--- src/rtl/soat_pkg.sv ---
// soat_pkg: shared opcode/funct codes, FSM state type and instruction field positions.
// Latency: n/a (definitions only).
// Backpressure: n/a.
package soat_pkg;

   // Opcodes
   localparam logic [3:0] OP_RTYPE = 4'h0;
   localparam logic [3:0] OP_ADDI  = 4'h1;
   localparam logic [3:0] OP_LW    = 4'h2;
   localparam logic [3:0] OP_SW    = 4'h3;
   localparam logic [3:0] OP_BEQ   = 4'h4;
   localparam logic [3:0] OP_BNE   = 4'h5;
   localparam logic [3:0] OP_J     = 4'h6;
   localparam logic [3:0] OP_JAL   = 4'h7;
   localparam logic [3:0] OP_JR    = 4'h8;
   localparam logic [3:0] OP_HALT  = 4'hF;

   // R-type funct codes
   localparam logic [2:0] FN_ADD  = 3'b000;
   localparam logic [2:0] FN_SUB  = 3'b001;
   localparam logic [2:0] FN_AND  = 3'b010;
   localparam logic [2:0] FN_OR   = 3'b011;
   localparam logic [2:0] FN_MFHI = 3'b100;
   localparam logic [2:0] FN_MFLO = 3'b101;
   localparam logic [2:0] FN_MULT = 3'b110;
   localparam logic [2:0] FN_SLT  = 3'b111;

   // Instruction field positions
   localparam int OP_MSB = 15;
   localparam int OP_LSB = 12;
   localparam int RS_MSB = 11;
   localparam int RS_LSB = 9;
   localparam int RT_MSB = 8;
   localparam int RT_LSB = 6;
   localparam int RD_MSB = 5;
   localparam int RD_LSB = 3;
   localparam int FN_MSB = 2;
   localparam int FN_LSB = 0;
   localparam int IMM_MSB = 5;
   localparam int TGT_MSB = 11;

   localparam logic [2:0] LINK_REG = 3'd7;

   typedef enum logic [2:0] {
      S_RST,
      S_FETCH,
      S_DECODE,
      S_EXEC,
      S_MEM,
      S_WB,
      S_MULT,
      S_HALT
   } state_t;

   // Opcodes 0x9..0xE have no meaning and stop the core.
   function automatic logic is_illegal(input logic [3:0] op);
      return (op >= 4'h9) && (op <= 4'hE);
   endfunction

endpackage

--- src/rtl/soat_mc_core_if.sv ---
// soat_mc_core_if: instruction and data memory request/ready ports of the core.
// Latency: n/a (wires only). master = core side, slave = memory side.
// Backpressure: a request is held until the matching ready is seen.
interface soat_mc_core_if #(
   parameter int DATA_W = 8,
   parameter int ADDR_W = 8
);
   logic              imem_req;
   logic [ADDR_W-1:0] imem_addr;
   logic [15:0]       imem_rdata;
   logic              imem_ready;
   logic              dmem_req;
   logic              dmem_we;
   logic [ADDR_W-1:0] dmem_addr;
   logic [DATA_W-1:0] dmem_wdata;
   logic [DATA_W-1:0] dmem_rdata;
   logic              dmem_ready;

   modport master (
      output imem_req, imem_addr, input imem_rdata, imem_ready,
      output dmem_req, dmem_we, dmem_addr, dmem_wdata,
      input  dmem_rdata, dmem_ready
   );

   modport slave (
      input  imem_req, imem_addr, output imem_rdata, imem_ready,
      input  dmem_req, dmem_we, dmem_addr, dmem_wdata,
      output dmem_rdata, dmem_ready
   );
endinterface

--- src/rtl/soat_regfile.sv ---
// soat_regfile: 8 x DATA_W register file, r0 reads as zero; ports: clk, reset,
// two async read ports (i_ra_addr/o_ra_dat, i_rb_addr/o_rb_dat), one sync write port (i_we/i_wa/i_wd).
// Latency: reads combinational, write visible the cycle after i_we. Backpressure: none.
module soat_regfile #(
   parameter int DATA_W = 8
) (
   input  logic              clk,
   input  logic              reset,
   input  logic [2:0]        i_ra_addr,
   output logic [DATA_W-1:0] o_ra_dat,
   input  logic [2:0]        i_rb_addr,
   output logic [DATA_W-1:0] o_rb_dat,
   input  logic              i_we,
   input  logic [2:0]        i_wa,
   input  logic [DATA_W-1:0] i_wd
);
   logic [DATA_W-1:0] r_regs [0:7];

   always_ff @(posedge clk) begin
      if (reset) begin
         for (int i = 0; i < 8; i++) r_regs[i] <= '0;
      end else if (i_we && (i_wa != 3'd0)) begin
         r_regs[i_wa] <= i_wd;
      end
   end

   assign o_ra_dat = (i_ra_addr == 3'd0) ? '0 : r_regs[i_ra_addr];
   assign o_rb_dat = (i_rb_addr == 3'd0) ? '0 : r_regs[i_rb_addr];
endmodule

--- src/rtl/soat_mc_core.sv ---
// soat_mc_core: multi-cycle SOAT CPU; ports: clk, reset, bus (imem/dmem request-ready), halted, illegal, pc.
// Latency: 3 (branch/jump), 4 (ALU/addi/jal/sw), 5 (lw), 2+DATA_W (mult) cycles at zero wait states.
// Backpressure: FETCH and MEM stall with request/address/data held until the port's ready.
module soat_mc_core
   import soat_pkg::*;
#(
   parameter int                DATA_W   = 8,
   parameter int                ADDR_W   = 8,
   parameter logic [ADDR_W-1:0] RESET_PC = '0
) (
   input  logic              clk,
   input  logic              reset,
   soat_mc_core_if.master    bus,
   output logic              halted,
   output logic              illegal,
   output logic [ADDR_W-1:0] pc
);
   localparam int CNT_W = (DATA_W > 1) ? $clog2(DATA_W) : 1;

   state_t              r_state;
   logic [ADDR_W-1:0]   r_pc;
   logic [15:0]         r_ir;
   logic [DATA_W-1:0]   r_a, r_b, r_res, r_wdata, r_hi, r_lo, r_mplier;
   logic [ADDR_W-1:0]   r_addr;
   logic                r_illegal;
   logic [2*DATA_W-1:0] r_mcand, r_acc;
   logic [CNT_W-1:0]    r_cnt;

   logic [3:0]          w_op;
   logic [2:0]          w_rs, w_rt, w_rd, w_fn, w_wa;
   logic [DATA_W-1:0]   w_imm, w_ra_dat, w_rb_dat, w_alu;
   logic [ADDR_W-1:0]   w_tgt, w_pc_inc, w_br_tgt;
   logic [2*DATA_W-1:0] w_acc_nxt;

   assign w_op  = r_ir[OP_MSB:OP_LSB];
   assign w_rs  = r_ir[RS_MSB:RS_LSB];
   assign w_rt  = r_ir[RT_MSB:RT_LSB];
   assign w_rd  = r_ir[RD_MSB:RD_LSB];
   assign w_fn  = r_ir[FN_MSB:FN_LSB];
   assign w_imm = DATA_W'($signed(r_ir[IMM_MSB:0]));
   assign w_tgt = ADDR_W'(r_ir[TGT_MSB:0]);

   assign w_pc_inc = r_pc + ADDR_W'(2);
   assign w_br_tgt = w_pc_inc + (w_imm[ADDR_W-1:0] << 1);

   // Destination: rd for R-type, r7 for jal, rt for addi/lw.
   assign w_wa = (w_op == OP_RTYPE) ? w_rd : ((w_op == OP_JAL) ? LINK_REG : w_rt);

   soat_regfile #(.DATA_W(DATA_W)) u_regfile (
      .clk       (clk),
      .reset     (reset),
      .i_ra_addr (w_rs),
      .o_ra_dat  (w_ra_dat),
      .i_rb_addr (w_rt),
      .o_rb_dat  (w_rb_dat),
      .i_we      (r_state == S_WB),
      .i_wa      (w_wa),
      .i_wd      (r_res)
   );

   always_comb begin
      w_alu = '0;
      case (w_op)
         OP_RTYPE: begin
            case (w_fn)
               FN_ADD:  w_alu = r_a + r_b;
               FN_SUB:  w_alu = r_a - r_b;
               FN_AND:  w_alu = r_a & r_b;
               FN_OR:   w_alu = r_a | r_b;
               FN_MFHI: w_alu = r_hi;
               FN_MFLO: w_alu = r_lo;
               FN_SLT:  w_alu = DATA_W'($signed(r_a) < $signed(r_b));
               default: w_alu = '0;
            endcase
         end
         OP_ADDI, OP_LW, OP_SW: w_alu = r_a + w_imm;
         OP_JAL:  w_alu = DATA_W'(w_pc_inc);
         default: w_alu = '0;
      endcase
   end

   // Shift-add step: multiplicand moves left, multiplier right, one bit per cycle.
   assign w_acc_nxt = r_acc + (r_mplier[0] ? r_mcand : '0);

   always_ff @(posedge clk) begin
      if (reset) begin
         r_state   <= S_RST;
         r_pc      <= RESET_PC;
         r_ir      <= '0;
         r_a       <= '0;
         r_b       <= '0;
         r_res     <= '0;
         r_addr    <= '0;
         r_wdata   <= '0;
         r_hi      <= '0;
         r_lo      <= '0;
         r_illegal <= 1'b0;
         r_mcand   <= '0;
         r_mplier  <= '0;
         r_acc     <= '0;
         r_cnt     <= '0;
      end else begin
         case (r_state)
            S_RST: r_state <= S_FETCH;
            S_FETCH: begin
               if (bus.imem_ready) begin
                  r_ir    <= bus.imem_rdata;
                  r_state <= S_DECODE;
               end
            end
            S_DECODE: begin
               r_a      <= w_ra_dat;
               r_b      <= w_rb_dat;
               r_mcand  <= {{DATA_W{1'b0}}, w_rb_dat};
               r_mplier <= w_ra_dat;
               r_acc    <= '0;
               r_cnt    <= '0;
               if (w_op == OP_HALT) begin
                  r_state <= S_HALT;
               end else if (is_illegal(w_op)) begin
                  r_illegal <= 1'b1;
                  r_state   <= S_HALT;
               end else if ((w_op == OP_RTYPE) && (w_fn == FN_MULT)) begin
                  r_state <= S_MULT;
               end else begin
                  r_state <= S_EXEC;
               end
            end
            S_EXEC: begin
               r_res   <= w_alu;
               r_addr  <= w_alu[ADDR_W-1:0];
               r_wdata <= r_b;
               r_pc    <= w_pc_inc;
               case (w_op)
                  OP_BEQ: begin
                     if (r_a == r_b) r_pc <= w_br_tgt;
                     r_state <= S_FETCH;
                  end
                  OP_BNE: begin
                     if (r_a != r_b) r_pc <= w_br_tgt;
                     r_state <= S_FETCH;
                  end
                  OP_J: begin
                     r_pc    <= w_tgt;
                     r_state <= S_FETCH;
                  end
                  OP_JAL: begin
                     r_pc    <= w_tgt;
                     r_state <= S_WB;
                  end
                  OP_JR: begin
                     r_pc    <= r_a[ADDR_W-1:0];
                     r_state <= S_FETCH;
                  end
                  OP_LW, OP_SW: r_state <= S_MEM;
                  default:      r_state <= S_WB;
               endcase
            end
            S_MEM: begin
               if (bus.dmem_ready) begin
                  r_res   <= bus.dmem_rdata;
                  r_state <= (w_op == OP_LW) ? S_WB : S_FETCH;
               end
            end
            S_WB: r_state <= S_FETCH;
            S_MULT: begin
               r_acc    <= w_acc_nxt;
               r_mcand  <= r_mcand << 1;
               r_mplier <= r_mplier >> 1;
               r_cnt    <= r_cnt + 1'b1;
               // HI/LO only change once the full product is known.
               if (r_cnt == CNT_W'(DATA_W - 1)) begin
                  {r_hi, r_lo} <= w_acc_nxt;
                  r_pc         <= w_pc_inc;
                  r_state      <= S_FETCH;
               end
            end
            S_HALT:  r_state <= S_HALT;
            default: r_state <= S_RST;
         endcase
      end
   end

   // Outputs decode registered state only; address/data are zero outside their request.
   assign bus.imem_req   = (r_state == S_FETCH);
   assign bus.imem_addr  = (r_state == S_FETCH) ? r_pc : '0;
   assign bus.dmem_req   = (r_state == S_MEM);
   assign bus.dmem_we    = (r_state == S_MEM) && (w_op == OP_SW);
   assign bus.dmem_addr  = (r_state == S_MEM) ? r_addr : '0;
   assign bus.dmem_wdata = ((r_state == S_MEM) && (w_op == OP_SW)) ? r_wdata : '0;
   assign halted         = (r_state == S_HALT);
   assign illegal        = r_illegal;
   assign pc             = r_pc;
endmodule

--- src/flat_wrapper.sv ---
// flat-port wrapper written by rule: the top's interface ports become plain ports
module soat_mc_core_flat import soat_pkg::*;
#(
   parameter int                DATA_W   = 8,
   parameter int                ADDR_W   = 8,
   parameter logic [ADDR_W-1:0] RESET_PC = '0
)
  (clk, reset, halted, illegal, pc, bus_imem_req, bus_imem_addr, bus_imem_rdata, bus_imem_ready, bus_dmem_req, bus_dmem_we, bus_dmem_addr, bus_dmem_wdata, bus_dmem_rdata, bus_dmem_ready);
  soat_mc_core_if #(.DATA_W(DATA_W), .ADDR_W(ADDR_W)) bus_i ();
  input  logic clk;
  input  logic reset;
  output logic halted;
  output logic illegal;
  output logic [ADDR_W-1:0] pc;
  output wire logic [$bits(bus_i.imem_req)-1:0] bus_imem_req;
  output wire logic [$bits(bus_i.imem_addr)-1:0] bus_imem_addr;
  input wire logic [$bits(bus_i.imem_rdata)-1:0] bus_imem_rdata;
  input wire logic [$bits(bus_i.imem_ready)-1:0] bus_imem_ready;
  output wire logic [$bits(bus_i.dmem_req)-1:0] bus_dmem_req;
  output wire logic [$bits(bus_i.dmem_we)-1:0] bus_dmem_we;
  output wire logic [$bits(bus_i.dmem_addr)-1:0] bus_dmem_addr;
  output wire logic [$bits(bus_i.dmem_wdata)-1:0] bus_dmem_wdata;
  input wire logic [$bits(bus_i.dmem_rdata)-1:0] bus_dmem_rdata;
  input wire logic [$bits(bus_i.dmem_ready)-1:0] bus_dmem_ready;
  assign bus_imem_req = bus_i.imem_req;
  assign bus_imem_addr = bus_i.imem_addr;
  assign bus_i.imem_rdata = bus_imem_rdata;
  assign bus_i.imem_ready = bus_imem_ready;
  assign bus_dmem_req = bus_i.dmem_req;
  assign bus_dmem_we = bus_i.dmem_we;
  assign bus_dmem_addr = bus_i.dmem_addr;
  assign bus_dmem_wdata = bus_i.dmem_wdata;
  assign bus_i.dmem_rdata = bus_dmem_rdata;
  assign bus_i.dmem_ready = bus_dmem_ready;
  soat_mc_core #(.DATA_W(DATA_W), .ADDR_W(ADDR_W), .RESET_PC(RESET_PC)) u_core (.clk(clk), .reset(reset), .bus(bus_i), .halted(halted), .illegal(illegal), .pc(pc));
endmodule
--- config.mk ---
export PLATFORM = sky130hd
export DESIGN_NAME = soat_mc_core_flat
export DESIGN_NICKNAME = d
export VERILOG_FILES = /design/src/rtl/soat_pkg.sv /design/src/rtl/soat_mc_core_if.sv /design/src/rtl/soat_regfile.sv /design/src/rtl/soat_mc_core.sv /design/src/flat_wrapper.sv
export SDC_FILE = /design/constraint.sdc
export NUM_CORES = 1
export LEC_CHECK = 0
export CAP_MARGIN = 20
export CORE_AREA = 3 3 156 158
export DETAILED_ROUTE_END_ITERATION = 16
export DIE_AREA = 0 0 159 161
export PLACE_DENSITY_LB_ADDON = 0.3
export RECOVER_POWER = 100
export REMOVE_ABC_BUFFERS = 1
export SLEW_MARGIN = 0
export SYNTH_ARGS = -nofsm -noshare
export SYNTH_HDL_FRONTEND = slang
export SYNTH_HIERARCHICAL = 1
export SYNTH_SLANG_ARGS = --single-unit
--- constraint.sdc ---
create_clock -name clk -period 2.7 [get_ports clk]
set_input_delay 0.405 -clock clk [delete_from_list [all_inputs] [get_ports clk]]
set_output_delay 0.405 -clock clk [all_outputs]
set_load 0.02 [all_outputs]
### After elaboration in Yosys (flattened, before gate mapping)

Memory sizes are Yosys's and may differ from the RTL's. A register that Yosys moved wholly into a read port is not among the register bits.
Cells that the tools add are included.

* bits in registers: 127
* RAM bits: 64
* output and inout port bits: 37
* memories: 1

* $add $sub $neg: 7
* $lt $le $gt $ge: 3
* equal/unequal tests: 29
* muxes and demuxes: 42
* bitwise gates (word level): 3
* reduce and logical (&&, ||, !) cells: 25

Memory list
* u_core.u_regfile.r_regs: words 8, bits a word 8, rd ports 2, clocked after Yosys merged registers in 2, write ports 8, RTL line soat_regfile.sv:17 `logic [DATA_W-1:0] r_regs [0:7];`

Operators with widths (number)
* $mux 8: 10
* $pmux 16 s2: 2
* $pmux 8 s7: 1
* $pmux 8 s2: 3
* $mux 3: 14
* $pmux 8 s4: 1
* $eq 3x3->1 const B: 9
* $add 8x8->8: 3
* $pmux 8 s3: 1
* $pmux 3 s7: 1
* $add 16x16->16: 1
* $eq 4x3->1 const B: 4
* $mux 16: 1
* $eq 3x2->1 const B: 4
* $logic_not 3->1: 4
* $pmux 3 s2: 2
* $add 8x2->8 const B: 1
* $and 8x8->8: 1
* $eq 4x2->1 const B: 2
* $eq 4x4->1 const B: 2
* $eq 8x8->1: 1
* $lt 8x8->1: 1
* $ne 8x8->1: 1
* $or 8x8->8: 1
* other kinds (19): 38

### Longest topological paths before layout

Gate-level depths: netlist (run 1).

* depth after elaboration: 10
* gate-level depth with buffers: 12
* gate-level depth less buffers: 12

### Cells and area by module

Netlist (run 1), hierarchy kept.

Modules (own cells, without submodules)
* soat_mc_core: instances 1, cells an instance 1037, area each 8222.9 sq um, sequential area each 2542.4 sq um
* soat_regfile: instances 1, cells an instance 243, area each 3229.3 sq um, sequential area each 1681.6 sq um

### Worst setup path before layout (run 1)

Ideal clock, no wire load.

* path type: flip-flop to flip-flop
* start: register u_core.r_pc[1] (netlist: u_core/pc[1])
* end: register u_core.r_pc[7] (netlist: u_core/pc[7])
* setup time: 116 ps
* arrival: 2495 ps
* data required time: 2584 ps
* slack: 89 ps
* stages on the path, launching flop included: 13
* path buffers: 0
* clock period less this slack: 2611 ps
* cells stage by stage: dfxtp_1 > ha_1 > nand3_1 > xor2_1 > inv_1 > ha_1 > o21a_1 > o31a_1 > o22ai_1 > xor2_1 > a222oi_1 > o221ai_1 > o211a_1

* longest elaborated chain between the ends: 5
* elaborated cells between the ends (all ways): 7

RTL lines
* from (decl): RTL line soat_mc_core.sv:21 `logic [ADDR_W-1:0] r_pc;`
* from (signal assigned): RTL line soat_mc_core.sv:133 `r_pc <= w_pc_inc;`
* from (signal assigned): RTL line soat_mc_core.sv:136 `if (r_a == r_b) r_pc <= w_br_tgt;`
* from (signal assigned): RTL line soat_mc_core.sv:140 `if (r_a != r_b) r_pc <= w_br_tgt;`
* $add 8x2->8 (*): RTL line soat_mc_core.sv:43 `assign w_pc_inc = r_pc + ADDR_W'(2);`
* $add 8x8->8: RTL line soat_mc_core.sv:44 `assign w_br_tgt = w_pc_inc + (w_imm[ADDR_W-1:0] << 1);`
* $mux 8, on equally long branches: RTL line soat_mc_core.sv:140, soat_mc_core.sv:136
* $pmux 8 s4: RTL line soat_mc_core.sv:134 `case (w_op)`
* $pmux 8 s2 (*): RTL line soat_mc_core.sv:103 `case (r_state)`

Mark *: on every way between the ends. The rest lies on a longest branch, timed or not. The select of a mux whose other input is x is not followed.
A chain may end at the register's enable or synchronous reset.

### Worst setup path in the final report (run 1)

* start: register u_core.r_b[0]
* end: register u_core.r_res[1]

* longest elaborated chain between the ends: 4
* elaborated cells between the ends (all ways): 5

RTL lines
* from (decl): RTL line soat_mc_core.sv:23 `logic [DATA_W-1:0] r_a, r_b, r_res, r_wdata, r_hi, r_lo, r_mplier;`
* from (signal assigned): RTL line soat_mc_core.sv:113 `r_b <= w_rb_dat;`
* $sub 8x8->8 / $add 8x8->8 (equally long branches): RTL line soat_mc_core.sv:67, soat_mc_core.sv:66
* $pmux 8 s7 (*): RTL line soat_mc_core.sv:65 `case (w_fn)`
* $pmux 8 s3 (*): RTL line soat_mc_core.sv:63 `case (w_op)`
* $pmux 8 s2 (*): RTL line soat_mc_core.sv:103
* to (signal assigned): RTL line soat_mc_core.sv:130 `r_res <= w_alu;`
* to (signal assigned): RTL line soat_mc_core.sv:161 `r_res <= bus.dmem_rdata;`
* to (decl): RTL line soat_mc_core.sv:23

Mark *: on every way between the ends. The rest lies on a longest branch, timed or not.

==> results of run 1 <==
## sequential cells by signal, indices dropped and copies added (netlist names), 3 cells and up
register,cells
u_core/u_regfile/r_regs,56
u_core/r_mplier,8
u_core/r_res,8
u_core/r_cnt,3
u_core/r_mcand,16
u_core/r_ir,16
u_core/r_a,8
u_core/r_b,8
u_core/r_lo,8
u_core/r_acc,16
u_core/r_addr,8
u_core/pc,8
u_core/r_state,3
u_core/r_hi,8
u_core/r_wdata,8
## layout by cell type, fill, tap and decap left out, drive strengths merged, types with 7 or more instances in the layout
master and n:
ha 55, edfxtp 56, or2 10, dlygate4sd2 8
nand3 30, buf 80, nand2b 11, o21ai 41
nor2b 19, nor3 21, and2 97, xnor2 24
a21oi 115, or3 7, nand2 166, dfxtp 127
a311oi 8, o211ai 8, clkdlybuf4s50 44, clkbuf 20
nor2 86, inv 56, mux2 18, a221oi 28
a21o 9, o21a 8, o221ai 8, xor2 10
dlygate4sd3 7, mux2i 43, a22oi 15, a211oi 40
## Yosys cell counts (12+ instances only)
library cell,instances
ha_1,55
clkbuf_1,31
nand3_1,28
o21ai_1,15
nor2b_1,19
nor3_1,17
xnor2_1,23
a22oi_1,15
nand2_1,166
o21ai_0,24
and2_1,97
mux2i_1,42
inv_1,43
nor2_1,80
buf_1,12
a211oi_1,39
edfxtp_1,56
a21oi_1,112
a221oi_1,22
dfxtp_1,127
## power groups by stage
| stage | combinational, mW | sequential [mW] | clock, mW |
|---|---|---|---|
| 6_report | 0.847 | 2.99 | 2.51 |
| 5_1_grt | 0.906 | 2.99 | 2.66 |
| 4_1_cts | 0.831 | 2.98 | 2.54 |
| 3_5_place_dp | 0.825 | 3.05 | 0 |
| 3_3_place_gp | 0.816 | 3.04 | 0 |
| 2_1_floorplan | 0.444 | 3.05 | 0 |
## per-stage QoR
step / utilization, % / setup slack, ns / power (mW) / cell area, um2
finish: 56.9 / 0.0897 / 6.34 / 13200
floorplan: - / -1.02 / 3.50 / 11000
CTS: 56.7 / 0.0328 / 6.36 / 13200
global route: 56.9 / -0.0215 / 6.56 / 13200
global placement: 54.3 / 0.137 / 3.86 / 12600
detailed placement: 54.3 / 0.0529 / 3.87 / 12600
## per-layer routing
metal | track usage (%) | part of all wire [%]
met5 | 0 | 0
met4 | 10.5 | 3.4
met3 | 5.28 | 7.4
met2 | 42.3 | 45
met1 | 36.8 | 44
## repair_timing
item                       in CTS  in global routing
hold buffers                    0                  0
setup endpoints to repair      17                 12
pin swaps                       0                  4
gates resized for setup        11                 16
## kinds of logic (layout without fill, tap and decap cells)
kind of cell,after synthesis,in the layout,synth area share [%]
AO/OA/AOI/OAI,332,332,20.0
XOR/XNOR,35,35,2.86
adder cells (fa/ha/maj),60,60,6.88
buffers and inverters,124,223,5.70
flip-flops,183,183,36.9
multiplexers,61,61,5.79
AND/OR/NAND/NOR,485,485,21.9
## worst max-delay path, cell delays in order (launching register included)
cell       delay [ns]
dfxtp_1          0.46
ha_1             0.28
inv_1            0.07
fa_1             0.43
mux2i_1          0.15
a22o_1           0.14
o21ai_0          0.14
o21ai_1          0.27
nor2_1           0.09
a2111oi_0        0.45
## cell type report
| type | count | area (um2) |
|---|---|---|
| well taps | 319 | 399 |
| fillers | 2156 | 10000 |
| flip-flops and latches | 183 | 4230 |
| multi-input cells | 973 | 6620 |
| inverters | 46 | 179 |
| clock inverters | 14 | 144 |
| repair buffers | 145 | 1240 |
| clock buffers | 18 | 429 |
## final timing paths
kind	start	end	slack, ns	depth (start not counted)
min reg2reg	u_core/r_wdata[5]	u_core/r_wdata[5]	0.45	2
max reg2reg	u_core/r_b[0]	u_core/r_res[1]	0.09	9
max	u_core/r_b[0]	u_core/r_res[1]	0.09	9
min	reset	u_core/illegal	0.33	2
==> run_results.csv, run 1 <==
group,metric,value,unit
yosys,synth_top_flop_cell,"dfxtp_1",
floorplan,die_w,159,um
floorplan,start_util,49.2,%
worst_setup_path,crit_type,"reg2reg",
timing,worstMarginPinSlew,0.930,ns
power,p_switching,1.87,mW
timing,rsz0062_at_grt,"yes",
global_routing,grt_start_max_net_pins,48,
cells_and_area,syn2layout_area_growth,15.6,%
power,power_density,479,nW/um2
power,sw_frac_of_total,29.5,%
timing,timing.hold.ws,0.328,ns
yosys,yosysTopAreaCell,"dfxtp_1",
cells_and_area,antenna_cells,0,
worst_setup_path,worstPathRequired,3.01,ns
placement,port_buffers,64,
power,ir_drop,0.000440,V
yosys,synth_top_area_share,22.2,%
detailed_routing,wl_per_cell,20.4,um
timing,post-route-min-period,2.61,ns
power,power_frac_comb,13.3,%
cells_and_area,drive_above_1_share,13.7,%
yosys,yosysSeqAreaShare,36.9,%
min_path,hold_path.class,"in2reg",
run,cap_violations,0,
status,outcome,"complete, no violations",
detailed_routing,via_per_inst,5.91,
detailed_routing,drt-total-wl,34700,um
timing,drv_slew,0,
cts,clkSinkCount,183,
power,sequentialPowerShare,47.1,%
yosys,syn_area_per_cell,8.95,um2
global_routing,grt_pass1_wl,54300,um
global_routing,overflow,0,
placement,dp.cells,1666,
yosys,netlist_instances,1280,
floorplan,coreArea,23300,um2
cts,clk_path_buf_depth,2,
placement,dp_hpwl,25800,um
detailed_routing,ant_nets,0,
yosys,synth_seq_cells,183,
timing,finalSetupViolations,0,
timing,clock_skew,0.0218,ns
yosys,yosys_warnings,6,
cells_and_area,final_cells,1698,
detailed_routing,dr.pass1.iters,8,
detailed_routing,vias,10000,
timing,hold_viol_final,0,
timing,timing.setup.tns,0,ns
worst_setup_path,crit_fanout,5,
yosys,synth_area,11500,um2
yosys,ys_top_cells_by_area,"dfxtp_1, edfxtp_1, ha_1, nand2_1, and2_1",
placement,place.gp.congestion,0.988,
floorplan,die_h,161,um
global_routing,grt_use_total,26.9,%
timing,timing.slew.headroom,37.9,%
global_routing,grt_pass1_vias,9607,
power,p_clk_share,39.6,%
cts,cts_tree,"done",
yosys,synthArstFlopShare,0,%
detailed_routing,drc,0,
yosys,synth_cell_types,97,
cts,htreeDepth,4,
worst_setup_path,startpoint_type,"register",
cts,cts_buffers,17,
floorplan,dieArea,25600,um2
cells_and_area,nets,1454,
floorplan,rows,56,
power,leakage,4.97,nW
cts,cts.clk_slew.worst_paths,0.08,ns
timing,max_freq,383,MHz
worst_setup_path,arrival,2.92,ns
power,p_int,4.47,mW
cts,cts-root-buf,"clkbuf_16",
global_routing,grt_antenna_before_repair,0,
yosys,synth_edf_count,56,
cts,cts_setup_buffers,0,
floorplan,ioPinCount,65,
detailed_routing,drt_iter0_drc,1090,
worst_setup_path,end_kind,"register",
timing,fin_crit_sh,96.7,%
cts,clock_latency,0.45,ns
No activity file was read; power rests on OpenSTA's default activity.
==> inputs of run 2 (changes only) <==
==> constraint.sdc (replaced) <==
create_clock -name clk -period 2.7 [get_ports clk]
set_input_delay 0.81 -clock clk [delete_from_list [all_inputs] [get_ports clk]]
set_output_delay 0.81 -clock clk [all_outputs]
set_load 0.02 [all_outputs]
==> run 2 against run 1 <==
Count of clock-buffer cells in the layout unchanged. Die area unchanged. Utilization decreased by 0.091 points. Cell area decreased by 0.16%. Combinational power about the same. Critical path type is now reg2out. Critical endpoint is now bus_imem_addr[1]. Largest power group unchanged. Highest routed layer unchanged.
==> run_results.csv, run 2 (same netlist as run 1, synthesis figures left out) <==
group,metric,value,unit
status,outcome,"complete, no violations",
worst_setup_path,arrival,1.88,ns
power,p_int,4.57,mW
cells_and_area,regMostFlops,"u_core/u_regfile/r_regs",
global_routing,grt_pass1_vias,9758,
min_path,hold_path.class,"reg2reg",
placement,place_area,12700,um2
placement,dp_hpwl,25600,um
floorplan,rows,56,
timing,setup_ws,0.0117,ns
cells_and_area,antenna_cells,0,
worst_setup_path,startpoint_type,"register",
worst_setup_path,crit_type,"reg2out",
cts,cts-root-buf,"clkbuf_16",
power,power_density,484,nW/um2
cts,htreeDepth,4,
power,power_frac_comb,13.2,%
cells_and_area,fillCellCount,2155,
timing,finalSetupViolations,0,
timing,max_freq,372,MHz
timing,hold_viol_final,0,
floorplan,dieArea,25600,um2
timing,worstMarginPinSlew,0.876,ns
placement,place.gp.congestion,1.04,
placement,port_buffers,64,
cells_and_area,nets,1460,
cts,holdBufCountCts,0,
global_routing,grt_antenna_before_repair,0,
global_routing,grt_pass1_wl,54300,um
cts,cts_buffers,17,
timing,fin_crit_sh,99.6,%
cts,clk_path_buf_depth,2,
detailed_routing,drt-total-wl,34300,um
cells_and_area,syn2layout_area_growth,15.4,%
detailed_routing,vias,10100,
power,sequentialPowerShare,46.6,%
floorplan,start_util,49.2,%
detailed_routing,wl_per_cell,20.1,um
cells_and_area,largest_reg_flops,56,
detailed_routing,ant_nets,0,
worst_setup_path,crit_fanout,6,
timing,post-route-min-period,2.69,ns
detailed_routing,via_per_inst,5.92,
detailed_routing,drt_iter0_drc,973,
cells_and_area,layout_common_cells,"nand2_1, dfxtp_1, a21oi_1, nor2_1, buf_4",
detailed_routing,drc,0,
detailed_routing,dr.pass1.iters,5,
cts,cts.clk_slew.worst_paths,0.08,ns
power,leakage,4.88,nW
timing,timing.slew.headroom,41.2,%
cells_and_area,final_core_utilization,56.8,%
worst_setup_path,worstPathRequired,1.89,ns
global_routing,overflow,0,
cts,clkSinkCount,183,
floorplan,die_w,159,um
power,p_switching,1.83,mW
cts,cts_tree,"done",
timing,rsz0062_at_grt,"yes",
timing,timing.setup.tns,0,ns
placement,dp.cells,1669,
power,p_clk_share,40.2,%
cts,clock_latency,0.44,ns
cells_and_area,final_common_cell,"nand2_1",
power,ir_drop,0.000387,V
placement,dp_slack,0.0241,ns
floorplan,die_h,161,um
worst_setup_path,end_kind,"output pin",
cells_and_area,drive_above_1_share,13.2,%
cells_and_area,final_cells,1704,
run,cap_violations,0,
global_routing,grt_start_max_net_pins,54,
timing,drv_slew,0,
power,sw_frac_of_total,28.6,%
timing,clock_skew,0.0150,ns
cells_and_area,stdcell_area,13200,um2
floorplan,ioPinCount,65,
global_routing,grt_use_total,26.8,%
floorplan,coreArea,23300,um2
## run 2: changes by cell type in the layout (fill, tap and decap cells not counted), sizes merged
cell / delta
clkdlybuf4s50: -10
dlygate4sd2: +9
clkbuf: +17
clkinvlp: -2
bufinv: +1
dlymetal6s2s: -3
buf: -3
clkdlybuf4s15: +2
clkinv: +1
dlygate4sd3: -6
## run 2: layout make-up
class	instances	area (um2)	area share, %
clock buffers	18	429	3.25
flip-flops and latches	183	4230	32.0
clock inverters	14	169	1.28
well taps	319	399	3.02
multi-input cells	973	6600	49.9
repair buffers	151	1220	9.24
inverters	46	175	1.33
## run 2: worst max-delay path: stages, from the launching register on
cell and delay (ns):
dfxtp_2 0.36, buf_4 0.16, inv_1 0.08, buf_4 0.16, nor3_1 0.32, clkdlybuf4s15_1 0.36
## run 2: final timing paths
| check | endpoint | depth (start not counted) | slack, ns | from |
|---|---|---|---|---|
| worst max-delay path | bus_imem_addr[1] | 5 | 0.01 | u_core/pc[1] |
| worst min-delay path | u_core/r_acc[4] | 2 | 0.46 | u_core/r_acc[4] |
| worst max register to register | u_core/u_regfile/r_regs[2][3] | 8 | 0.13 | u_core/r_ir[15] |
| worst min register to register | u_core/r_acc[4] | 2 | 0.46 | u_core/r_acc[4] |
## run 2: metal layers
layer  vias up  wire length, um  part of all wire, %  global-route usage (%)
met4         0              973                  2.8                    9.47
met5         -                0                    0                       0
met1      4789            15200                   44                    36.8
li1       4792                -                    -                       -
met2       442            15600                   45                    42.8
met3        58             2510                  7.3                    4.57
## run 2: stage by stage
stage	power (mW)	hold slack [ns]
after detailed placement	3.88	0.452
after CTS	6.42	0.463
after global placement	3.87	0.442
final	6.40	0.460
after global routing	6.63	0.477
after floorplan	3.50	0.426
## run 2: timing repair
action	in CTS	in global routing
pin swaps	0	4
endpoints found under the setup margin	28	24
buffers inserted	1	1
gates resized for setup	57	29
## run 2: power by group through the flow
stage | logic [mW] | registers (mW) | clock network [mW]
after global placement | 0.833 | 3.04 | 0
after global routing | 0.907 | 2.99 | 2.73
after CTS | 0.843 | 2.98 | 2.60
after floorplan | 0.444 | 3.05 | 0
after detailed placement | 0.839 | 3.04 | 0
final | 0.844 | 2.98 | 2.57
